## src/rtl/inst_encoder_loader.sv

```systemverilog
// Instruction encoder and program loader: re-encodes decoded RV32I control fields into
// instruction words and writes them to sequential IM addresses. Optional LUI/AUIPC: ENC_LUI_AUIPC_EN.
module inst_encoder_loader #(
    parameter int AW        = 12,
    parameter int MAX_WORDS = 1024
) (
    input  logic          clk,
    input  logic          rst_n,
    input  logic          start,
    input  logic [AW-1:0] base_addr,
    input  logic          in_valid,
    output logic          in_ready,
    input  logic          in_last,
    input  logic [3:0]    kind,
    input  logic [3:0]    alu_op,
    input  logic [2:0]    dm_ctrl,
    input  logic [2:0]    br_cond,
    input  logic [4:0]    rd,
    input  logic [4:0]    rs1,
    input  logic [4:0]    rs2,
    input  logic [31:0]   imm,
    output logic          im_we,
    output logic [AW-1:0] im_addr,
    output logic [31:0]   im_wdata,
    output logic          busy,
    output logic          done,
    output logic          err,
    output logic [15:0]   err_index,
    output logic [15:0]   count,
    output logic [1:0]    dbg_state
);

    localparam logic [31:0] NOP = 32'h0000_0013;

    typedef enum logic [1:0] {
        S_IDLE  = 2'd0,
        S_RUN   = 2'd1,
        S_DRAIN = 2'd2,
        S_DONE  = 2'd3
    } state_t;

    state_t        r_state;
    logic [AW-1:0] r_addr;
    logic [15:0]   r_count;
    logic          r_err;
    logic [15:0]   r_err_index;
    logic          r_im_we;
    logic [AW-1:0] r_im_addr;
    logic [31:0]   r_im_wdata;
    logic          r_done;

    logic          w_fit12;
    logic          w_fit13;
    logic          w_fit21;
    logic          w_shamt_ok;
    logic [31:0]   w_enc;
    logic          w_bad;
    logic [31:0]   w_word;
    logic          w_overflow;
    logic          w_accept;

    // Immediate range checks: the bits above the field must all equal its sign bit.
    assign w_fit12    = (imm[31:11] == '0) || (imm[31:11] == '1);
    assign w_fit13    = ((imm[31:12] == '0) || (imm[31:12] == '1)) && !imm[0];
    assign w_fit21    = ((imm[31:20] == '0) || (imm[31:20] == '1)) && !imm[0];
    assign w_shamt_ok = (imm[31:5] == '0);

    always_comb begin
        w_enc = NOP;
        w_bad = 1'b0;
        case (kind)
            4'd0: begin
                w_enc = {1'b0, alu_op[3], 5'b0, rs2, rs1, alu_op[2:0], rd, 7'b0110011};
                w_bad = alu_op[3] && !((alu_op[2:0] == 3'b000) || (alu_op[2:0] == 3'b101));
            end
            4'd1: begin
                if (alu_op[1:0] == 2'b01) begin
                    // funct3 001/101 are the shifts: shamt in imm[4:0], funct7[5] from alu_op[3]
                    w_enc = {1'b0, alu_op[3], 5'b0, imm[4:0], rs1, alu_op[2:0], rd, 7'b0010011};
                    w_bad = !w_shamt_ok || (alu_op[3] && (alu_op[2:0] != 3'b101));
                end else begin
                    w_enc = {imm[11:0], rs1, alu_op[2:0], rd, 7'b0010011};
                    w_bad = !w_fit12 || alu_op[3];
                end
            end
            4'd2: begin
                w_enc = {imm[11:0], rs1, dm_ctrl, rd, 7'b0000011};
                w_bad = !w_fit12 || (dm_ctrl == 3'b011) || (dm_ctrl[2:1] == 2'b11);
            end
            4'd3: begin
                w_enc = {imm[11:5], rs2, rs1, dm_ctrl, imm[4:0], 7'b0100011};
                w_bad = !w_fit12 || dm_ctrl[2] || (dm_ctrl == 3'b011);
            end
            4'd4: begin
                w_enc = {imm[12], imm[10:5], rs2, rs1, br_cond, imm[4:1], imm[11], 7'b1100011};
                w_bad = !w_fit13 || (br_cond[2:1] == 2'b01);
            end
            4'd5: begin
                w_enc = {imm[20], imm[10:1], imm[11], imm[19:12], rd, 7'b1101111};
                w_bad = !w_fit21;
            end
            4'd6: begin
                w_enc = {imm[11:0], rs1, 3'b000, rd, 7'b1100111};
                w_bad = !w_fit12;
            end
`ifdef ENC_LUI_AUIPC_EN
            4'd7: begin
                w_enc = {imm[31:12], rd, 7'b0110111};
                w_bad = (imm[11:0] != 12'h000);
            end
            4'd8: begin
                w_enc = {imm[31:12], rd, 7'b0010111};
                w_bad = (imm[11:0] != 12'h000);
            end
`endif
            default: begin
                w_enc = NOP;
                w_bad = 1'b1;
            end
        endcase
    end

    assign w_word     = w_bad ? NOP : w_enc;
    assign w_overflow = (r_count == 16'(MAX_WORDS));
    // in_valid/in_ready: a beat transfers on a rising edge where both are high; in_ready depends only on state.
    assign w_accept   = in_valid && (r_state == S_RUN);

    always_ff @(posedge clk or negedge rst_n) begin
        if (!rst_n) begin
            r_state     <= S_IDLE;
            r_addr      <= '0;
            r_count     <= '0;
            r_err       <= 1'b0;
            r_err_index <= '0;
            r_im_we     <= 1'b0;
            r_im_addr   <= '0;
            r_im_wdata  <= '0;
            r_done      <= 1'b0;
        end else begin
            r_im_we <= 1'b0;
            r_done  <= 1'b0;
            case (r_state)
                S_IDLE: begin
                    if (start) begin
                        r_addr      <= {base_addr[AW-1:2], 2'b00};
                        r_count     <= '0;
                        r_err       <= 1'b0;
                        r_err_index <= '0;
                        r_state     <= S_RUN;
                    end
                end
                S_RUN: begin
                    if (w_accept) begin
                        if (!w_overflow) begin
                            r_im_we    <= 1'b1;
                            r_im_addr  <= r_addr;
                            r_im_wdata <= w_word;
                            r_addr     <= r_addr + AW'(4);
                            r_count    <= r_count + 16'd1;
                        end
                        if (w_overflow || w_bad) begin
                            r_err <= 1'b1;
                            if (!r_err) r_err_index <= r_count;
                        end
                        if (in_last) r_state <= S_DRAIN;
                    end
                end
                S_DRAIN: begin
                    r_done  <= 1'b1;
                    r_state <= S_DONE;
                end
                default: r_state <= S_IDLE;
            endcase
        end
    end

    assign in_ready  = (r_state == S_RUN);
    assign busy      = (r_state == S_RUN) || (r_state == S_DRAIN);
    assign done      = r_done;
    assign im_we     = r_im_we;
    assign im_addr   = r_im_addr;
    assign im_wdata  = r_im_wdata;
    assign err       = r_err;
    assign err_index = r_err_index;
    assign count     = r_count;
    assign dbg_state = r_state;

endmodule

```

## config.mk

```make
export PLATFORM = sky130hd
export DESIGN_NAME = inst_encoder_loader
export DESIGN_NICKNAME = d
export VERILOG_FILES = /design/src/rtl/inst_encoder_loader.sv
export SDC_FILE = /design/constraint.sdc
export NUM_CORES = 1
export LEC_CHECK = 0
export ABC_AREA = 1
export CAP_MARGIN = 30
export CORE_UTILIZATION = 51
export CTS_CLUSTER_DIAMETER = 100
export DETAILED_ROUTE_END_ITERATION = 7
export GPL_ROUTABILITY_DRIVEN = 0
export PLACE_DENSITY = 0.87
export SLEW_MARGIN = 20
export SYNTH_ARGS = -nofsm -noshare
export SYNTH_HDL_FRONTEND = slang
export SYNTH_SLANG_ARGS = --single-unit
```

## constraint.sdc

```tcl
create_clock -name clk -period 3.8 [get_ports clk]
set_input_delay 0.76 -clock clk [delete_from_list [all_inputs] [get_ports clk]]
set_output_delay 0.76 -clock clk [all_outputs]
set_load 0.1 [all_outputs]
```

== After elaboration in Yosys (flattened, before gate mapping) ==
Index checks and enable logic that the tools add are counted.
Word-level totals
  register bits: 93
  bits in latches: 0
  bits in writable memories: 0
  bits in read-only memories: 0
  input port bits: 78
  output and inout bits: 83
  word-level logic and storage cells: 102
  memories kept: 0
Operators by class
  add/subtract/negate cells: 2
  multiply operators: 0
  div/mod/pow operators: 0
  magnitude comparators: 0
  eq/ne operators: 24
  shift operators: 0
  multiplexer cells: 29
  bitwise operators: 1
  reduce and logical (&&, ||, !) cells: 37
Operators with widths (count)
  32-bit one-hot mux with 7 select lines: 1
  16-bit two-way mux: 6
  32-bit two-way mux: 2
  16-bit one-hot mux with 2 select lines: 2
  12-bit two-way mux: 3
  27-bit logical NOT: 1
  12-bit one-hot mux with 2 select lines: 1
  21-bit equality test (second input constant): 1
  21-bit logical NOT: 1
  20-bit equality test (second input constant): 1
  20-bit logical NOT: 1
  16-bit by 1-bit adder with 16-bit output (second input constant): 1
  16-bit by 11-bit equality test with 1-bit output (second input constant): 1
  1-bit logical OR: 13
  12-bit by 3-bit adder with 12-bit output (second input constant): 1
  12-bit equality test (second input constant): 1
  4-bit by 3-bit equality test with 1-bit output (second input constant): 3
  12-bit logical NOT: 1
  4-bit by 2-bit equality test with 1-bit output (second input constant): 2
  1-bit two-way mux: 8
  4-bit AND reduction: 2
  1-bit one-hot mux with 7 select lines: 1
  2-bit by 1-bit equality test with 1-bit output (second input constant): 3
  1-bit logical NOT: 6
  18 further kinds: 30

== Depth between registers and ports, before layout ==
Gate-level depths: netlist of the first run.
  word-level depth: 10
  gate-level depth with buffers: 15
  gate-level depth less buffers: 14

== Worst setup path before layout of the first run ==
OpenSTA, ideal clock, no wires.
  kind: reg2reg
  start: register r_state[0] (netlist: dbg_state[0])
  end: register r_count[12] (netlist: count[12])
  library setup time: 0.124 ns
  arrival: 3.258 ns
  data required time: 3.676 ns
  setup slack: 0.418 ns
  stages on the path, launching flop included: 14
  path buffers: 1
  clock period less this slack: 3.382 ns
  path through: dfrtp_1 ha_1 buf_2 inv_1 o21ai_1 inv_1 o21ai_1 inv_2 nand2_1 nand2_4 nand3_4 nor3_4 a21oi_1 nor2_1
Between the ends
  word-level cells in the longest chain between the ends: 4
  elaborated cells on any way between the ends: 9
  classes of those cells: eq/ne: 4; mux: 1; reduce/logical: 4
RTL lines
  start, declared: RTL line 42  | state_t r_state;
  start signal, assigned: RTL line 130  | r_state <= S_IDLE;
  start signal, assigned: RTL line 149  | r_state <= S_RUN;
  start signal, assigned: RTL line 165  | if (in_last) r_state <= S_DRAIN;
  2-bit by 1-bit equality test with 1-bit output (*)
  named net in_ready: RTL line 12  | output logic in_ready,
  1-bit logical AND: RTL line 126  | assign w_accept = in_valid && (r_state == S_RUN);
  2-bit by 1-bit inequality test with 1-bit output (no line)
  4-bit AND reduction (no line)
  end signal, assigned: RTL line 159  | r_count <= r_count + 16'd1;
  end, declared: RTL line 44  | logic [15:0] r_count;
Mark *: on every way through the listed nets, which the timed path passes. The rest lies on a longest branch.
A chain may end at the register's enable or synchronous reset.

== Worst setup path in the final report of the first run ==
  start: register r_count[2] (netlist: count[2])
  end: output port count[2]
RTL lines
  end, declared: RTL line 29  | output logic [15:0] count,
No word-level cell between the ends.

==> results of run 1 <==
## power breakdown
group	leakage, nW	switching [W]	total, W	internal (W)
registers	1.17	0.000151	0.00130	0.00115
clock network	0.0989	0.000346	0.000670	0.000324
logic	2.10	0.00209	0.00274	0.000642
total	3.37	0.00259	0.00471	0.00212
## cell families after synthesis
family | Yosys count | synth area share
buffers and inverters | 114 | 0.0929
flip-flops | 88 | 0.434
XOR/XNOR | 5 | 0.00863
AO/OA/AOI/OAI | 94 | 0.110
other | 1 | 0.000739
adder cells (fa/ha/maj) | 7 | 0.0173
AND/OR/NAND/NOR | 397 | 0.337
## sequential cells by signal, summed over array words and instances (netlist names)
signal     cells
im_wdata      31
count         16
err_index     16
im_addr       10
r_addr        10
dbg_state      2
done           1
err            1
im_we          1
## area by class of cell
class	count	area, um^2	share of cell area
multi-input combinational	505	2400	0.346
tap	133	166	0.0239
inverter	91	342	0.0491
timing repair buffer	161	1630	0.235
sequential	88	2200	0.317
clock inverter	6	67.6	0.00972
clock buffer	10	138	0.0198
## metal layers
layer	routed length, um	track usage	part of all wire	up-vias
met4	444	0.137	0.031	0
met2	6880	0.464	0.48	271
li1	-	-	-	2537
met5	0	0	0	-
met1	5810	0.372	0.40	2426
met3	1280	0.0704	0.089	39
## final timing paths
kind,cells past startpoint,endpoint,startpoint,slack [ps]
max in group asynchronous,2,im_wdata[15]$_DFFE_PN0P_,rst_n,2930
hold reg to reg,2,err_index[15]$_DFFE_PN0P_,err_index[15]$_DFFE_PN0P_,480
hold / removal,1,err_index[1]$_DFFE_PN0P_,rst_n,300
setup / recovery,1,count[2],count[2]$_DFFE_PN0P_,940
min in group clk,2,err_index[15]$_DFFE_PN0P_,err_index[15]$_DFFE_PN0P_,480
setup reg to reg,14,count[12]$_DFFE_PN0P_,dbg_state[1]$_DFFE_PN0P_,1090
## synth_stat cells, types with 4 or more instances
library cell | instances | area share
a31oi_1 | 4 | 0.0049
nor2_1 | 69 | 0.051
clkbuf_1 | 6 | 0.0044
a21oi_1 | 15 | 0.015
o211ai_1 | 4 | 0.0059
o21ai_0 | 46 | 0.045
ha_1 | 7 | 0.017
nor3_1 | 8 | 0.0079
inv_2 | 11 | 0.0081
o22ai_1 | 4 | 0.0049
nand4_1 | 8 | 0.0099
buf_2 | 8 | 0.0079
buf_4 | 4 | 0.0059
o31ai_1 | 5 | 0.0074
nand2_2 | 7 | 0.0086
nand2_1 | 238 | 0.18
inv_1 | 80 | 0.059
dfrtp_1 | 88 | 0.43
nand3_1 | 51 | 0.050
## per-stage QoR
| step | hold WS (ps) | setup slack (ps) | cells |
|---|---|---|---|
| 3_5_place_dp | 459 | 757 | 976 |
| 5_1_grt | 296 | 879 | 994 |
| 3_3_place_gp | 459 | 824 | 976 |
| 2_1_floorplan | 464 | 418 | 707 |
| 6_report | 301 | 943 | 994 |
| 4_1_cts | 481 | 932 | 992 |
==> impl_metrics.py, run 1 <==
metrics = {
    "outcome": {
        "status": "finished, final reports clean",
    },
    "critical_path": {
        "critPathTopFamily": "buffers and inverters",
        "worst-endpoint-required_ps": 3040,
        "start_kind": "register",
        "path_max_fanout": 7,
        "cp.arrival_ps": 2100,
        "critPathBufInv": 1,
        "cp_slowest_cell": "clkdlybuf4s50_1",
        "max_stage_delay_ps": 1200,
        "path_class": "register to output pin",
        "worst_setup_path_end_kind": "output pin",
        "crit_chain": "clkdlybuf4s50_1",
    },
    "synth": {
        "async_flop_share": 1.00,
        "synth_edf_count": 0,
        "syn_avg_cell_area_um2": 7.19,
        "yosysSeqAreaShare": 0.434,
        "synth-seq-cells": 88,
        "yosysUniqueCellTypes": 47,
        "synth_ff_type": "dfrtp_1",
        "syn_area_um2": 5070,
        "syn_inst": 706,
        "yosys_warnings": 0,
    },
    "placed_design": {
        "port_buffers": 156,
        "post_dp_cell_area_um2": 6690,
        "dpl.hpwl_um": 10900,
    },
    "clock_network": {
        "insertion_delay_ps": 360,
        "cts_buffers": 9,
        "cts_tree": "yes",
        "cts_setup_buffers": 0,
        "cts_max_level": 3,
        "post_cts_resized": 0,
        "clock-sinks": 88,
        "holdBufCountCts": 0,
        "clockBufferDepth": 2,
        "path_clk_slew_ps": 90,
        "clockRootBuffer": "clkbuf_8",
    },
    "global_routing": {
        "grt_pass1_vias": 4942,
        "grt_usage": 0.290,
        "grt_pass1_wl_um": 23400,
        "grt_overflow": 0,
        "grt_max_degree": 75,
        "antenna_found_initial": 0,
    },
    "sta": {
        "rsz0062_at_grt": "no",
        "drv_slew": 0,
        "fin_tns_setup_ps": 0,
        "finalHoldViolCount": 0,
        "fmax_ghz": 0.350,
        "tightest_slew_ps": 1050,
        "timing.final.crit_share": 0.752,
        "skew_ps": 11.4,
        "fin_crit_ps": 2860,
        "max_slew_margin": 0.300,
        "setup_viol": 0,
    },
    "routing": {
        "route.detailed.drc": 0,
        "wire_per_inst_um": 14.5,
        "first_pass_iters": 6,
        "wirelength_um": 14400,
        "drtIter0Drc": 411,
        "postRouteAntennaNets": 0,
        "viasPerCell": 5.30,
        "vias": 5273,
    },
    "floorplan": {
        "die_x_um": 102,
        "rows": 36,
        "initial_core_util": 0.522,
        "core_area_um2": 9730,
        "num_io_pins": 161,
        "dieArea_um2": 10400,
        "die_h_um": 102,
    },
    "power_and_ir_drop": {
        "leakage_nw": 3.37,
        "p_per_area_nw_per_um2": 677,
        "ir_drop_uv": 876,
        "total_power_w": 0.00471,
    },
    "layout": {
        "layout-drive-gt1-share": 0.0650,
        "layout_commonest_cell": "nand2_1",
        "nNetsFinal": 941,
        "utilization": 0.715,
        "design_area_um2": 6950,
        "area_delta_synth_final_pct": 37.0,
        "n_antenna_cell": 0,
        "most-common-layout-cells": "nand2_1 (238), clkdlybuf4s50_1 (153), dfrtp_1 (88)",
        "fillers": 792,
    },
    "run": {
        "maxCapViolCount": 0,
    },
    "worst_hold_path": {
        "hold_class": "primary input to async pin",
    },
}
Note: power is estimated with default switching activity, not from simulation.
==> run 2: changes to the inputs <==
--- a/config.mk
+++ b/config.mk
@@ -7,11 +7,11 @@
 export LEC_CHECK = 0
 export ABC_AREA = 1
 export CAP_MARGIN = 30
-export CORE_UTILIZATION = 51
+export CORE_UTILIZATION = 47
 export CTS_CLUSTER_DIAMETER = 100
 export DETAILED_ROUTE_END_ITERATION = 7
 export GPL_ROUTABILITY_DRIVEN = 0
-export PLACE_DENSITY = 0.87
+export PLACE_DENSITY = 0.81
 export SLEW_MARGIN = 20
 export SYNTH_ARGS = -nofsm -noshare
 export SYNTH_HDL_FRONTEND = slang
==> constraint.sdc (replaced) <==
create_clock -name clk -period 2.82 [get_ports clk]
set_input_delay 0.564 -clock clk [delete_from_list [all_inputs] [get_ports clk]]
set_output_delay 0.564 -clock clk [all_outputs]
set_load 0.1 [all_outputs]
==> impl_metrics.py, run 2 (same netlist as run 1, synthesis figures left out) <==
metrics = {
    "layout": {
        "layout_commonest_cell": "nand2_1",
        "fillers": 928,
        "area_delta_synth_final_pct": 34.6,
        "nNetsFinal": 949,
        "multi_input_area_um2": 2410,
        "regArea_um2": 2200,
        "most-common-layout-cells": "nand2_1 (238), buf_4 (93), dfrtp_1 (86)",
        "n_antenna_cell": 0,
        "largest_register_ffs": 31,
        "layout-drive-gt1-share": 0.168,
        "design_area_um2": 6830,
    },
    "sta": {
        "skew_ps": 12.8,
        "drv_slew": 0,
        "finalHoldViolCount": 0,
        "setup_viol": 0,
        "fmax_ghz": 0.415,
        "setup_slack_ps": 413,
        "fin_crit_ps": 2410,
        "max_slew_margin": 0.599,
        "rsz0062_at_grt": "no",
        "tightest_slew_ps": 602,
        "timing.final.crit_share": 0.853,
        "fin_tns_setup_ps": 0,
    },
    "clock_network": {
        "cts_setup_buffers": 0,
        "path_clk_slew_ps": 100,
        "clockRootBuffer": "clkbuf_8",
        "insertion_delay_ps": 360,
        "cts_tree": "yes",
        "clockBufferDepth": 2,
        "cts_max_level": 3,
        "holdBufCountCts": 0,
        "cts_buffers": 9,
        "post_cts_resized": 0,
        "clock-sinks": 88,
    },
    "power_and_ir_drop": {
        "pwr-share-clk": 0.155,
        "ir_drop_uv": 1560,
        "switchingPower_w": 0.00351,
        "power.share.combinational": 0.570,
        "leakage_nw": 3.56,
        "power_frac_seq": 0.275,
        "internal_power_w": 0.00290,
        "p_per_area_nw_per_um2": 939,
        "p_sw_frac": 0.547,
    },
    "routing": {
        "wire_per_inst_um": 13.9,
        "route.detailed.drc": 0,
        "drtIter0Drc": 344,
        "first_pass_iters": 5,
        "postRouteAntennaNets": 0,
        "viasPerCell": 5.11,
        "vias": 5137,
        "wirelength_um": 14000,
    },
    "critical_path": {
        "crit_chain": "inv_1 > ha_2 > inv_1 > o21ai_1 > inv_1 > o21ai_1 > inv_2 > nand2_1 > nand2_4 > buf_4 > o211ai_1 > o21ai_0",
        "critPathBufInv": 5,
        "reg2reg_from": "dbg_state[1]$_DFFE_PN0P_",
        "path_class": "register to register",
        "cp_common_cell": "inv_1",
        "cp_slowest_cell": "dfrtp_2",
        "critPathTopFamily": "buffers and inverters",
        "r2r_cells": 12,
        "start_kind": "register",
        "path_max_fanout": 15,
        "max_stage_delay_ps": 440,
        "worst_setup_path_end_kind": "register",
        "cp.arrival_ps": 2650,
        "r2r-end": "r_addr[7]$_DFFE_PN0P_",
        "reg2reg_slack_ps": 410,
        "worst-endpoint-required_ps": 3070,
    },
    "placed_design": {
        "dpl.hpwl_um": 10800,
        "pre_cts_ws_ps": 125,
        "post_dp_cell_area_um2": 6600,
        "port_buffers": 156,
    },
    "global_routing": {
        "antenna_found_initial": 0,
        "grt_max_degree": 46,
        "grt_overflow": 0,
        "use_met3": 0.0362,
        "grt_pass1_vias": 4981,
        "grt_usage": 0.259,
        "grt_pass1_wl_um": 23400,
        "grt.busiest_layer": "met2",
        "use_met2": 0.424,
        "use_met1": 0.351,
    },
    "floorplan": {
        "dieArea_um2": 11200,
        "initial_core_util": 0.487,
        "rows": 37,
        "core_area_um2": 10400,
        "die_h_um": 106,
        "die_x_um": 106,
        "num_io_pins": 161,
    },
    "worst_hold_path": {
        "hold_class": "primary input to async pin",
    },
    "outcome": {
        "status": "finished, final reports clean",
    },
    "run": {
        "maxCapViolCount": 0,
    },
}
## run 2: metal layers
metal | routed length (um) | up-vias
met5 | 0 | -
met2 | 6490 | 201
met3 | 874 | 25
li1 | - | 2557
met1 | 6340 | 2354
met4 | 291 | 0
## run 2: layout make-up
class | count | area share
Inverter | 91 | 0.0500
Sequential cell | 88 | 0.323
Tap cell | 136 | 0.0249
Timing Repair Buffer | 169 | 0.217
Clock buffer | 9 | 0.0181
Multi-Input combinational cell | 505 | 0.353
Clock inverter | 7 | 0.0150
## run 2: power by group through the flow
stage               sequential (W)  combinational [W]  clock (W)
floorplan                  0.00323            0.00131          0
global placement           0.00177            0.00359          0
detailed placement         0.00179            0.00365          0
CTS                        0.00177            0.00366    0.00101
global route               0.00180            0.00390    0.00107
finish                     0.00176            0.00365   0.000997
## run 2: how the worst max path moves through the flow
stage,start,endpoint,slack [ps],cells after the start
2_1_floorplan,dbg_state[0]$_DFFE_PN0P_,count[12]$_DFFE_PN0P_,60,13
3_3_place_gp,alu_op[0],err_index[8]$_DFFE_PN0P_,170,11
3_5_place_dp,alu_op[0],err_index[2]$_DFFE_PN0P_,120,11
4_1_cts,dbg_state[1]$_DFFE_PN0P_,r_addr[7]$_DFFE_PN0P_,430,12
5_1_grt,dbg_state[1]$_DFFE_PN0P_,count[10]$_DFFE_PN0P_,210,13
6_report,dbg_state[1]$_DFFE_PN0P_,r_addr[7]$_DFFE_PN0P_,410,12
## run 2: stage by stage
stage                     hold slack [ps]  std cells   util  power, W
after global routing                  233       1005  0.656   0.00677
final                                 198       1005  0.656   0.00641
after floorplan                       268        707      -   0.00454
after CTS                             218       1005  0.656   0.00643
after global placement                457        989  0.634   0.00536
after detailed placement              465        989  0.634   0.00543
==> run 3: changes to the inputs <==
--- a/config.mk
+++ b/config.mk
@@ -11,7 +11,7 @@
 export CTS_CLUSTER_DIAMETER = 100
 export DETAILED_ROUTE_END_ITERATION = 7
 export GPL_ROUTABILITY_DRIVEN = 0
-export PLACE_DENSITY = 0.81
+export PLACE_DENSITY = 0.92
 export SLEW_MARGIN = 20
 export SYNTH_ARGS = -nofsm -noshare
 export SYNTH_HDL_FRONTEND = slang
==> constraint.sdc (replaced) <==
create_clock -name clk -period 2.7 [get_ports clk]
set_input_delay 0.54 -clock clk [delete_from_list [all_inputs] [get_ports clk]]
set_output_delay 0.54 -clock clk [all_outputs]
set_load 0.1 [all_outputs]
==> impl_metrics.py, run 3 (same netlist as run 1, synthesis figures left out) <==
metrics = {
    "outcome": {
        "status": "finished, final reports clean",
    },
    "layout": {
        "largest_register_ffs": 31,
        "stdcell_count": 1010,
        "most-common-layout-cells": "nand2_1 (238), buf_4 (99), dfrtp_1 (86)",
        "n_antenna_cell": 0,
        "layout-drive-gt1-share": 0.173,
        "design_area_um2": 6850,
        "regArea_um2": 2200,
        "area_delta_synth_final_pct": 34.9,
        "multi_input_area_um2": 2420,
        "layout_commonest_cell": "nand2_1",
        "fillers": 881,
        "nNetsFinal": 954,
    },
    "placed_design": {
        "post_dp_cell_area_um2": 6640,
        "dpl.hpwl_um": 10600,
        "port_buffers": 156,
        "pre_cts_ws_ps": 125,
        "place_inst": 994,
    },
    "routing": {
        "viasPerCell": 5.13,
        "postRouteAntennaNets": 0,
        "drtIter0Drc": 309,
        "route.detailed.drc": 0,
        "first_pass_iters": 6,
        "wirelength_um": 13700,
        "vias": 5186,
        "wire_per_inst_um": 13.5,
    },
    "run": {
        "maxCapViolCount": 0,
    },
    "sta": {
        "finalHoldViolCount": 0,
        "setup_viol": 0,
        "rsz0062_at_grt": "no",
        "fin_crit_ps": 2280,
        "fin_tns_setup_ps": 0,
        "setup_slack_ps": 424,
        "timing.final.crit_share": 0.843,
        "fmax_ghz": 0.439,
        "skew_ps": 18.6,
        "drv_slew": 0,
    },
    "critical_path": {
        "worst-endpoint-required_ps": 2970,
        "critPathTopFamily": "buffers and inverters",
        "path_max_fanout": 34,
        "reg2reg_from": "dbg_state[1]$_DFFE_PN0P_",
        "critPathBufInv": 4,
        "cp.arrival_ps": 2550,
        "max_stage_delay_ps": 440,
        "crit_chain": "inv_1 > ha_4 > buf_4 > nand2_1 > inv_2 > nand2_2 > buf_4 > nor2_1 > nand2_1 > o21ai_0",
        "path_class": "register to register",
        "worst_setup_path_end_kind": "register",
        "cp_slowest_cell": "dfrtp_2",
        "cp-startpoint": "dbg_state[1]$_DFFE_PN0P_",
        "start_kind": "register",
    },
    "global_routing": {
        "grt_max_degree": 54,
        "grt_pass1_wl_um": 22600,
        "grt_pass1_vias": 4738,
        "grt_overflow": 0,
        "grt_usage": 0.253,
        "antenna_found_initial": 0,
    },
    "floorplan": {
        "die_x_um": 106,
        "num_io_pins": 161,
        "die_h_um": 106,
        "core_area_um2": 10400,
        "rows": 37,
        "initial_core_util": 0.487,
        "dieArea_um2": 11200,
    },
    "clock_network": {
        "path_clk_slew_ps": 90,
        "post_cts_resized": 0,
        "holdBufCountCts": 0,
        "cts_buffers": 9,
        "cts_tree": "yes",
        "clockRootBuffer": "clkbuf_8",
        "clock-sinks": 88,
        "cts_max_level": 3,
        "cts_setup_buffers": 0,
        "insertion_delay_ps": 360,
        "clockBufferDepth": 2,
    },
    "power_and_ir_drop": {
        "p_per_area_nw_per_um2": 966,
        "ir_drop_uv": 1600,
        "leakage_nw": 3.57,
        "total_power_w": 0.00661,
    },
    "worst_hold_path": {
        "hold_class": "primary input to async pin",
    },
}
[run 3: routing by layer]
layer	wire length (um)	vias up	global-route usage
li1	-	2574	-
met2	6450	218	0.396
met4	411	0	0.111
met1	5980	2357	0.347
met3	840	37	0.0380
met5	0	-	0
[run 3: final timing paths]
kind | to | cells past startpoint | slack [ps]
worst min-delay path | err_index[12]$_DFFE_PN0P_ | 1 | 110
worst max-delay path | im_wdata[25]$_DFFE_PN0P_ | 10 | 420
worst max register to register | im_wdata[25]$_DFFE_PN0P_ | 10 | 420
worst min register to register | err_index[15]$_DFFE_PN0P_ | 2 | 480
min in group clk | err_index[15]$_DFFE_PN0P_ | 2 | 480
max in group asynchronous | dbg_state[1]$_DFFE_PN0P_ | 2 | 1930
[run 3: stage by stage]
stage | hold WS, ps | util
floorplan | 244 | -
global placement | 456 | 0.637
detailed placement | 460 | 0.637
CTS | 123 | 0.657
global route | 137 | 0.657
finish | 112 | 0.657
[run 3: power breakdown]
part           switching [W]  total (W)  internal, W  leakage (nW)
sequential          0.000219    0.00184      0.00162          1.17
clock               0.000500   0.000967     0.000466         0.109
combinational        0.00294    0.00381     0.000872          2.29
total                0.00366    0.00661      0.00296          3.57
[run 3: worst register-to-register path, stage by stage (launching register included)]
cell and delay [ps]:
dfrtp_2 440, inv_1 130, ha_4 160, buf_4 320, nand2_1 120, inv_2 120, nand2_2 130, buf_4 210
nor2_1 280, nand2_1 90, o21ai_0 180
[run 3: cell type report]
class,count,share of cell area
clock buffer,10,0.0201
clock inverter,6,0.0106
inverter,91,0.0499
multi-input combinational,505,0.353
sequential,88,0.322
tap,136,0.0248
timing repair buffer,174,0.220
